## src/rtl/toggle_burst_sched_pkg.sv

```systemverilog
// Purpose: shared types and helpers for the toggle burst scheduler.
// Latency: n/a (types and constant functions only).
// Backpressure: n/a.
package toggle_sched_pkg;

  typedef enum logic [1:0] {
    IDLE = 2'd0,
    RUN  = 2'd1,
    DONE = 2'd2
  } state_t;

  // Counter/index width that never collapses to zero bits.
  function automatic int clog2_min1(input int n);
    return (n <= 1) ? 1 : $clog2(n);
  endfunction

endpackage

```

## src/rtl/toggle_burst_sched_if.sv

```systemverilog
// Purpose: request/grant/toggle bundle between requesters and the scheduler.
// Latency: n/a (wires only).
// Backpressure: requesters hold i_req until o_gnt; the scheduler never stalls.
// Ports: i_req/i_len driven by the master (requester side); o_gnt, o_done,
//        o_busy, o_out driven by the slave (scheduler).
interface toggle_burst_sched_if #(
  parameter int K_NOUT = 4,
  parameter int K_LENW = 8
);
  logic [K_NOUT-1:0]        i_req;
  logic [K_NOUT*K_LENW-1:0] i_len;
  logic [K_NOUT-1:0]        o_gnt;
  logic [K_NOUT-1:0]        o_done;
  logic                     o_busy;
  logic [K_NOUT-1:0]        o_out;

  modport master (
    output i_req, i_len,
    input  o_gnt, o_done, o_busy, o_out
  );

  modport slave (
    input  i_req, i_len,
    output o_gnt, o_done, o_busy, o_out
  );
endinterface

```

## src/rtl/toggle_burst_sched_rr_arbiter.sv

```systemverilog
// Purpose: combinational round-robin pick, searching upward from ptr+1.
// Latency: 0 cycles (pure combinational).
// Backpressure: none; the parent decides when the pick is consumed.
// Ports: req (request vector), ptr (last winner), win (one-hot winner),
//        win_idx (winner index), any (at least one request present).
module rr_arbiter
  import toggle_sched_pkg::*;
#(
  parameter int K_NOUT = 4,
  localparam int IW = clog2_min1(K_NOUT)
) (
  input  logic [K_NOUT-1:0] req,
  input  logic [IW-1:0]     ptr,
  output logic [K_NOUT-1:0] win,
  output logic [IW-1:0]     win_idx,
  output logic              any
);

  // The last winner is visited last (off == K_NOUT), giving it lowest priority.
  always_comb begin
    win     = '0;
    win_idx = '0;
    any     = 1'b0;
    for (int off = 1; off <= K_NOUT; off++) begin
      automatic int c = (int'(ptr) + off) % K_NOUT;
      if (!any && req[c]) begin
        any     = 1'b1;
        win[c]  = 1'b1;
        win_idx = IW'(c);
      end
    end
  end

endmodule

```

## src/rtl/toggle_burst_sched.sv

```systemverilog
// Purpose: shares one divider/counter engine across K_NOUT toggle channels.
// Latency: grant 1 cycle after request; toggle n at grant+n*K_DIV; done with last toggle.
// Backpressure: one burst at a time; requests seen during RUN/DONE wait for IDLE.
// Ports: i_clk, i_rst_n (async active-low); bus (slave): i_req, i_len in,
//        o_gnt, o_done, o_busy, o_out out (all outputs registered).
module toggle_burst_sched
  import toggle_sched_pkg::*;
#(
  parameter int K_NOUT = 4,
  parameter int K_LENW = 8,
  parameter int K_DIV  = 4
) (
  input  logic i_clk,
  input  logic i_rst_n,
  toggle_burst_sched_if.slave bus
);

  localparam int IW = clog2_min1(K_NOUT);
  localparam int DW = clog2_min1(K_DIV);
  localparam logic [DW-1:0] DIV_LAST = DW'(K_DIV - 1);
  localparam logic [IW-1:0] PTR_RST  = IW'(K_NOUT - 1);

  state_t              state;
  logic [IW-1:0]       sel;
  logic [IW-1:0]       ptr;
  logic [K_LENW-1:0]   rem;
  logic [DW-1:0]       div;
  logic [K_NOUT-1:0]   out_q;
  logic [K_NOUT-1:0]   gnt_q;
  logic [K_NOUT-1:0]   done_q;
  logic                busy_q;

  logic [K_NOUT-1:0]   win;
  logic [IW-1:0]       win_idx;
  logic                win_any;
  logic [K_LENW-1:0]   win_len;
  logic [K_NOUT-1:0]   sel_bit;

  rr_arbiter #(
    .K_NOUT (K_NOUT)
  ) u_arb (
    .req     (bus.i_req),
    .ptr     (ptr),
    .win     (win),
    .win_idx (win_idx),
    .any     (win_any)
  );

  assign win_len = bus.i_len[win_idx*K_LENW +: K_LENW];
  assign sel_bit = K_NOUT'(1) << sel;

  always_ff @(posedge i_clk or negedge i_rst_n) begin
    if (!i_rst_n) begin
      state  <= IDLE;
      sel    <= '0;
      ptr    <= PTR_RST;
      rem    <= '0;
      div    <= '0;
      out_q  <= '0;
      gnt_q  <= '0;
      done_q <= '0;
      busy_q <= 1'b0;
    end else begin
      // Grant and done are single-cycle pulses.
      gnt_q  <= '0;
      done_q <= '0;
      case (state)
        IDLE: begin
          if (win_any) begin
            sel    <= win_idx;
            ptr    <= win_idx;
            rem    <= win_len;
            div    <= '0;
            gnt_q  <= win;
            busy_q <= 1'b1;
            if (win_len == '0) begin
              // Empty burst: grant and done share the same cycle.
              done_q <= win;
              state  <= DONE;
            end else begin
              state  <= RUN;
            end
          end
        end
        RUN: begin
          if (div == DIV_LAST) begin
            div   <= '0;
            out_q <= out_q ^ sel_bit;
            rem   <= rem - 1'b1;
            if (rem == K_LENW'(1)) begin
              done_q <= sel_bit;
              state  <= DONE;
            end
          end else begin
            div <= div + 1'b1;
          end
        end
        DONE: begin
          busy_q <= 1'b0;
          state  <= IDLE;
        end
        default: state <= IDLE;
      endcase
    end
  end

  assign bus.o_gnt  = gnt_q;
  assign bus.o_done = done_q;
  assign bus.o_busy = busy_q;
  assign bus.o_out  = out_q;

endmodule

```

## src/flat_wrapper.sv

```systemverilog
// flat-port wrapper written by rule: the top's interface ports become plain ports
module toggle_burst_sched_flat import toggle_sched_pkg::*;
#(
  parameter int K_NOUT = 4,
  parameter int K_LENW = 8,
  parameter int K_DIV  = 4
)
  (i_clk, i_rst_n, bus_i_req, bus_i_len, bus_o_gnt, bus_o_done, bus_o_busy, bus_o_out);
  toggle_burst_sched_if #(.K_NOUT(K_NOUT), .K_LENW(K_LENW)) bus_i ();
  input  logic i_clk;
  input  logic i_rst_n;
  input wire logic [$bits(bus_i.i_req)-1:0] bus_i_req;
  input wire logic [$bits(bus_i.i_len)-1:0] bus_i_len;
  output wire logic [$bits(bus_i.o_gnt)-1:0] bus_o_gnt;
  output wire logic [$bits(bus_i.o_done)-1:0] bus_o_done;
  output wire logic [$bits(bus_i.o_busy)-1:0] bus_o_busy;
  output wire logic [$bits(bus_i.o_out)-1:0] bus_o_out;
  assign bus_i.i_req = bus_i_req;
  assign bus_i.i_len = bus_i_len;
  assign bus_o_gnt = bus_i.o_gnt;
  assign bus_o_done = bus_i.o_done;
  assign bus_o_busy = bus_i.o_busy;
  assign bus_o_out = bus_i.o_out;
  toggle_burst_sched #(.K_NOUT(K_NOUT), .K_LENW(K_LENW), .K_DIV(K_DIV)) u_core (.i_clk(i_clk), .i_rst_n(i_rst_n), .bus(bus_i));
endmodule
```

## config.mk

```make
export PLATFORM = sky130hd
export DESIGN_NAME = toggle_burst_sched_flat
export DESIGN_NICKNAME = d
export VERILOG_FILES = /design/src/rtl/toggle_burst_sched_pkg.sv /design/src/rtl/toggle_burst_sched_if.sv /design/src/rtl/toggle_burst_sched_rr_arbiter.sv /design/src/rtl/toggle_burst_sched.sv /design/src/flat_wrapper.sv
export SDC_FILE = /design/constraint.sdc
export NUM_CORES = 1
export LEC_CHECK = 0
export CORE_MARGIN = 3
export CORE_UTILIZATION = 35
export DETAILED_ROUTE_END_ITERATION = 8
export PLACE_DENSITY = 0.58
export SYNTH_ARGS = -nofsm -noshare
export SYNTH_HDL_FRONTEND = slang
export SYNTH_HIERARCHICAL = 1
export SYNTH_SLANG_ARGS = --single-unit
```

## constraint.sdc

```tcl
create_clock -name i_clk -period 7.14 [get_ports i_clk]
set_clock_uncertainty 0.05 [all_clocks]
set_input_delay 0.714 -clock i_clk [delete_from_list [all_inputs] [get_ports i_clk]]
set_output_delay 0.714 -clock i_clk [all_outputs]
set_load 0.01 [all_outputs]
```

==> results.toml, run 1 <==
[routing]
via_per_inst = 5.76
drt-total-wl_um = 5320
wl_per_cell_um = 15.5
drc_errors = 0
vias = 1980
first_pass_iters = 4
drtAntennaViolNets = 0
drt_iter0_markers = 111

[cts]
cts_tree = "built"
clk_latency_ns = 0.28
ctsHoldBuffers = 0
clkSlewWorstSetupHoldPaths_ns = 0.06
clockBufferDepth = 2
ctsResizeCount = 0
cts_root_buffer = "clkbuf_8"
cts_num_sinks = 29
cts_made_buffers = 5
htreeDepth = 2
cts_setup_buffers = 0

[sta]
grt_setup_unrepaired = "no"
final_max_slew_viol_count = 0
max_freq_mhz = 229
hold_slack_ns = 0.414
hold_viol = 0
worst_pin_slew_ns = 1.05
period_minus_slack_ns = 4.37
setup_ws_ns = 2.77
finalSetupViolCount = 0
fin_tns_setup_ns = 0
maxSlewHeadroom = 0.300
fin_crit_sh = 0.612

[synthesis]
synth_flop_cell = "dfrtp_1"
ys_types = 49
synthCells = 224
synth_area_um2 = 2160
syn_avg_cell_area_um2 = 9.62
async_flop_share = 1.00
synth-edff-count = 0
ys_seq_elements = 29
syn_nets = 273
yosysWarnings = 6
yosysSeqAreaShare = 0.338

[global_routing]
grt_overflow = 0
grt_max_degree = 30
first_global_vias = 1839
antenna_found_initial = 0
grt_util_all_layers = 0.149
grt_pass1_wl_um = 8730

[critical_path]
cpMaxStageDelayCell = "a221oi_2"
cp-end-kind = "flop"
slowest_delay_ns = 0.84
required_ns = 7.28
critPathLaunchType = "flop"
path_class = "reg -> reg"
path_max_fanout = 21
crit_chain = "inv_1 > ha_1 > inv_1 > a311o_1 > a221oi_2 > mux4_2 > nor4_2 > nand2_1 > a221oi_2"
arrival_ns = 4.51

[floorplanning]
die_area_um2 = 7140
rows = 27
dieHeight_um = 84.5
io_pins = 51
start_util = 0.375
die_w_um = 84.5
core_um2 = 5740

[place]
place_area_um2 = 2700
portBuffers = 50
dp_hpwl_um = 4110
gp_congestion = 0.912
place_worst_setup_slack_ns = 2.74

[final_layout]
area_growth_pct = 31.3
num-fill-cells = 548
seq_area_um2 = 728
n_antenna_cell = 0
layout_commonest_cell = "clkdlybuf4s50_1"
multi_input_area_um2 = 1320
nets = 320
final_cell_mix = "clkdlybuf4s50_1, dfrtp_1, nand2_1, a21oi_1, inv_1"
finish.instance_area_um2 = 2830
final_util = 0.493
drive_gt1_frac = 0.110

[flow_run]
cap_violations = 0

[power]
ir_drop_mv = 0.162
p_leak_uw = 0.00114
power.density_nw_per_um2 = 411

[run_status]
status = "completed"

[min_path]
hold_path_class = "reg -> reg"
## cell families (layout without fill, tap and decap cells)
group / count (synthesis) / in the layout / share of synthesized area
compound gates: 62 / 62 / 0.205
xor+xnor: 4 / 4 / 0.0163
fa+ha+maj: 11 / 11 / 0.0638
buf+inv: 24 / 72 / 0.0540
flops: 29 / 29 / 0.338
mux: 14 / 14 / 0.124
simple gates: 80 / 80 / 0.199
## cell type report
cell class / instances / area share
flip-flops and latches: 29 / 0.257
clock buffers: 5 / 0.0243
clock inverters: 3 / 0.0230
multi-input cells: 171 / 0.466
well taps: 72 / 0.0318
inverters: 12 / 0.0159
repair buffers: 52 / 0.182
## critical path: cells and delay by family, from the launching register on
kind	cells	cell delay, ns
DFF	1	0.80
muxes	1	0.63
and+or+nand+nor	2	0.44
adders and majority gates	1	0.53
AOI/OAI and AO/OA	3	1.44
buffers and inverters	2	0.39
## path summary, 6_finish.rpt
| kind | from | endpoint | slack, ns | cells after the start |
|---|---|---|---|---|
| setup reg to reg | u_core/ptr[0] | u_core/state[1] | 2.77 | 9 |
| setup / recovery | u_core/ptr[0] | u_core/state[1] | 2.77 | 9 |
| min in group asynchronous | i_rst_n | u_core/bus.o_done[0] | 0.78 | 2 |
| hold reg to reg | u_core/bus.o_out[1] | u_core/bus.o_out[1] | 0.41 | 1 |
| hold / removal | u_core/bus.o_out[1] | u_core/bus.o_out[1] | 0.41 | 1 |
| max in group asynchronous | i_rst_n | u_core/ptr[0] | 5.94 | 2 |
## state kept, by name, indices dropped and copies added (netlist names)
name               flops
u_core/bus.o_busy      1
u_core/bus.o_out       4
u_core/rem             8
u_core/ptr             2
u_core/state           2
u_core/div             2
u_core/bus.o_gnt       4
u_core/sel             2
u_core/bus.o_done      4
## power by group
group,switching [uW],internal [uW]
Clock,63.8,139
Sequential,76.9,236
Combinational,352,295
## cell usage after synthesis, types with 3 or more instances
cell type / n / area, um^2
o21ai_0: 10 / 50.1
o2bb2ai_1: 4 / 35.0
mux2i_1: 3 / 30.0
nand2_1: 24 / 90.1
nand2b_1: 6 / 37.5
a2111o_1: 4 / 45.0
dfrtp_1: 27 / 676
nor2_1: 11 / 41.3
nand3_1: 3 / 15.0
clkbuf_1: 5 / 18.8
nand4_1: 7 / 43.8
inv_1: 12 / 45.0
buf_6: 3 / 33.8
ha_1: 11 / 138
a22o_1: 3 / 26.3
a21oi_1: 15 / 75.1
buf_2: 3 / 15.0
a31oi_1: 5 / 31.3
and2_1: 6 / 37.5
nor3_1: 5 / 25.0
a211oi_1: 4 / 30.0
or3_1: 7 / 43.8
mux4_2: 10 / 225
o31ai_1: 5 / 37.5
## metal layers
metal,share of wire,GRT usage
met3,0.070,0.0432
met4,0.0090,0.0302
met5,0,0
met2,0.44,0.226
met1,0.48,0.213
## through the flow
step	cells	total power (uW)
4_1_cts	344	1170
3_3_place_gp	336	957
5_1_grt	344	1260
6_report	344	1160
2_1_floorplan	224	788
3_5_place_dp	336	962
No activity file was read; power rests on OpenSTA's default activity.
==> run 2: changes to the inputs <==
- clock period: 7.14 -> 4.4 ns (I/O delays scaled with it)
==> results.toml, run 2 (synthesized netlist as in run 1, its figures left out) <==
[run_status]
status = "completed"

[final_layout]
largest_reg_flops = 8
nets = 322
drive_gt1_frac = 0.117
finish.instance_area_um2 = 2810
final_util = 0.490
final_cell_mix = "clkdlybuf4s50_1, dfrtp_1, nand2_1, a21oi_1, inv_1"
layout_commonest_cell = "clkdlybuf4s50_1"
area_growth_pct = 30.5
regMostFlops = "u_core/rem"
n_antenna_cell = 0

[power]
clockPowerShare = 0.132
power_switching_uw = 796
switching_share = 0.439
power_frac_comb = 0.603
p_leak_uw = 0.00113
ir_drop_mv = 0.264
p_int_uw = 1020
power.density_nw_per_um2 = 644
pwr-share-seq = 0.266

[place]
place_area_um2 = 2710
dp_hpwl_um = 3980
place_worst_setup_slack_ns = 0.633
portBuffers = 50
gp_congestion = 0.933

[cts]
cts_tree = "built"
cts_made_buffers = 5
ctsResizeCount = 0
htreeDepth = 2
clockBufferDepth = 2
cts_root_buffer = "clkbuf_8"
clk_latency_ns = 0.27
ctsHoldBuffers = 0
cts_num_sinks = 29
clkSlewWorstSetupHoldPaths_ns = 0.06
cts_setup_buffers = 0

[floorplanning]
rows = 27
io_pins = 51
die_area_um2 = 7140
core_um2 = 5740
start_util = 0.375
die_w_um = 84.5
dieHeight_um = 84.5

[sta]
hold_slack_ns = 0.411
worst_pin_slew_ns = 0.945
hold_viol = 0
fin_crit_sh = 0.863
final_max_slew_viol_count = 0
grt_setup_unrepaired = "no"
period_minus_slack_ns = 3.80
fin_tns_setup_ns = 0
maxSlewHeadroom = 0.368
max_freq_mhz = 263
setup_ws_ns = 0.602
finalSetupViolCount = 0

[routing]
drt_iter0_markers = 92
vias = 1956
drc_errors = 0
drt-total-wl_um = 5230
first_pass_iters = 4
wl_per_cell_um = 15.1
via_per_inst = 5.65
drtAntennaViolNets = 0

[critical_path]
critPathLaunchType = "flop"
cp_num_buf_inv = 3
path_max_fanout = 11
required_ns = 4.56
crit_family = "compound AO/OA/AOI/OAI gates"
crit_chain = "inv_1 > ha_1 > inv_1 > a311o_1 > a221oi_2 > buf_4 > mux4_2 > nor4_2 > and2_1 > a22o_1"
cp-end-kind = "flop"
arrival_ns = 3.96
cpMaxStageDelayCell = "dfstp_2"
slowest_delay_ns = 0.65
path_class = "reg -> reg"
cp_common_cell = "inv_1"

[global_routing]
grt_max_degree = 30
antenna_found_initial = 0
grt_util_all_layers = 0.147
first_global_vias = 1866
grt_pass1_wl_um = 8650
grt_overflow = 0

[min_path]
hold_path_class = "reg -> reg"

[flow_run]
cap_violations = 0
[run 2: changes by cell type in the layout (fill, tap and decap cells not counted)]
cell / previous run / this run
buf_4: 2 / 4
bufinv_16: 2 / 0
clkbuf_8: 5 / 7
[run 2: path summary, 6_finish.rpt]
kind,from,end,slack (ns),cells after the start
worst max-delay path,u_core/ptr[1],u_core/bus.o_done[1],0.60,10
min in group asynchronous,i_rst_n,u_core/bus.o_gnt[0],0.51,2
worst min register to register,u_core/bus.o_out[0],u_core/bus.o_out[0],0.41,1
worst max register to register,u_core/ptr[1],u_core/bus.o_done[1],0.60,10
worst min-delay path,u_core/bus.o_out[0],u_core/bus.o_out[0],0.41,1
max in group asynchronous,i_rst_n,u_core/ptr[1],3.48,2
[run 2: area by class of cell]
type / instances / area (um^2)
Clock buffer: 7 / 96.3
Clock inverter: 1 / 5.00
Fill cell: 565 / 2930
Inverter: 12 / 45.0
Multi-Input combinational cell: 171 / 1320
Sequential cell: 29 / 728
Tap cell: 72 / 90.1
Timing Repair Buffer: 54 / 531
[run 2: metal layers]
| metal | share of wire | wire length [um] | GRT usage |
|---|---|---|---|
| met4 | 0.0069 | 36 | 0.0317 |
| met1 | 0.48 | 2500 | 0.214 |
| met3 | 0.081 | 421 | 0.0422 |
| met5 | 0 | 0 | 0 |
| met2 | 0.43 | 2270 | 0.219 |
[run 2: power groups by stage]
stage	Sequential [uW]	Combinational (uW)	Clock (uW)
2_1_floorplan	483	795	0
4_1_cts	481	1090	242
3_5_place_dp	485	1090	0
3_3_place_gp	483	1080	0
5_1_grt	501	1210	254
6_report	481	1090	239
[run 2: through the flow]
step,total power [uW],cells
global placement,1570,338
CTS,1820,346
floorplan,1280,224
global route,1960,346
finish,1810,346
detailed placement,1570,338
==> run 3: changes to the inputs <==
- clock period: 4.4 -> 4.1 ns (I/O delays scaled with it)
==> results.toml, run 3 (synthesized netlist as in run 1, its figures left out) <==
[run_status]
status = "completed"

[critical_path]
r2r_slack_ns = 0.34
slowest_delay_ns = 0.64
critPathLaunchType = "flop"
path_class = "reg -> reg"
arrival_ns = 3.92
cp_common_cell = "inv_1"
cp-end-kind = "flop"
cpMaxStageDelayCell = "dfstp_2"
required_ns = 4.27
path_max_fanout = 11
crit_chain = "inv_1 > ha_1 > inv_1 > a311o_1 > a221oi_2 > buf_4 > mux4_2 > nor4_2 > and2_1 > a22o_1"

[floorplanning]
core_um2 = 5740
dieHeight_um = 84.5
start_util = 0.375
rows = 27
die_area_um2 = 7140
die_w_um = 84.5
io_pins = 51

[cts]
cts_tree = "built"
htreeDepth = 2
cts_root_buffer = "clkbuf_8"
ctsResizeCount = 0
cts_num_sinks = 29
cts_made_buffers = 5
clk_latency_ns = 0.28
ctsHoldBuffers = 0
cts_setup_buffers = 0
clkSlewWorstSetupHoldPaths_ns = 0.07
clockBufferDepth = 2

[min_path]
hold_path_class = "reg -> reg"

[routing]
drt_iter0_markers = 106
drt-total-wl_um = 5270
first_pass_iters = 4
drtAntennaViolNets = 0
wl_per_cell_um = 15.2
vias = 1959
via_per_inst = 5.65
drc_errors = 0

[place]
dp_hpwl_um = 4080
portBuffers = 50
gp_congestion = 0.877
place_area_um2 = 2720

[sta]
maxSlewHeadroom = 0.380
grt_setup_unrepaired = "no"
finalSetupViolCount = 0
final_max_slew_viol_count = 0
hold_slack_ns = 0.414
period_minus_slack_ns = 3.76
worst_pin_slew_ns = 0.929
fin_tns_setup_ns = 0
hold_viol = 0
max_freq_mhz = 266
fin_crit_sh = 0.916

[final_layout]
final_cell_mix = "clkdlybuf4s50_1, dfrtp_1, nand2_1, a21oi_1, inv_1"
n_antenna_cell = 0
area_growth_pct = 30.1
nets = 323
finish.instance_area_um2 = 2810
layout_commonest_cell = "clkdlybuf4s50_1"
drive_gt1_frac = 0.120
regMostFlops = "u_core/rem"
largest_reg_flops = 8

[power]
p_int_uw = 1060
power_switching_uw = 850
power_frac_comb = 0.611
switching_share = 0.446
p_total_uw = 1910
power.density_nw_per_um2 = 680
ir_drop_mv = 0.246
clockPowerShare = 0.119
p_leak_uw = 0.00113
pwr-share-seq = 0.269

[global_routing]
grt_pass1_wl_um = 8910
grt_max_degree = 30
grt_overflow = 0
first_global_vias = 1864
grt_util_all_layers = 0.154
antenna_found_initial = 0

[flow_run]
cap_violations = 0
run 3: path summary, 6_finish.rpt:
kind,depth (start not counted),from,end
min in group asynchronous,2,i_rst_n,u_core/bus.o_gnt[0]
max in group asynchronous,2,i_rst_n,u_core/ptr[1]
worst min-delay path,1,u_core/bus.o_out[1],u_core/bus.o_out[1]
worst max-delay path,10,u_core/ptr[1],u_core/bus.o_done[0]
worst min register to register,1,u_core/bus.o_out[1],u_core/bus.o_out[1]
worst max register to register,10,u_core/ptr[1],u_core/bus.o_done[0]
run 3: per-layer routing:
| metal | GRT usage | part of all wire | vias to the layer above |
|---|---|---|---|
| met5 | 0 | 0 | - |
| met4 | 0.0561 | 0.0040 | 0 |
| met3 | 0.0422 | 0.070 | 2 |
| met2 | 0.216 | 0.44 | 75 |
| met1 | 0.226 | 0.48 | 933 |
| li1 | - | - | 949 |
run 3: critical path, delay by kind of cell (launching register included):
kind | cells | cell delay [ns]
AO/OA/AOI/OAI | 3 | 0.73
flip-flops | 1 | 0.64
buffers and inverters | 3 | 0.63
AND/OR/NAND/NOR | 2 | 0.58
multiplexers | 1 | 0.54
adder cells (fa/ha/maj) | 1 | 0.52
run 3: stage by stage:
stage / setup WS [ns] / util / cells
CTS: 0.327 / 0.488 / 347
finish: 0.344 / 0.488 / 347
floorplan: 0.294 / - / 224
global route: 0.0857 / 0.488 / 347
global placement: 0.460 / 0.473 / 339
detailed placement: 0.348 / 0.473 / 339
run 3: cell type report:
type	instances	area, um^2
Fill cell	565	2940
Clock buffer	5	68.8
Clock inverter	3	17.5
Timing Repair Buffer	55	538
Tap cell	72	90.1
Sequential cell	29	728
Multi-Input combinational cell	171	1320
Inverter	12	45.0
run 3: power by group through the flow:
| stage | logic, uW | registers, uW | clock network [uW] |
|---|---|---|---|
| after CTS | 1170 | 514 | 240 |
| after floorplan | 853 | 518 | 0 |
| final | 1170 | 514 | 228 |
| after global placement | 1170 | 516 | 0 |
| after detailed placement | 1170 | 519 | 0 |
| after global routing | 1300 | 536 | 253 |
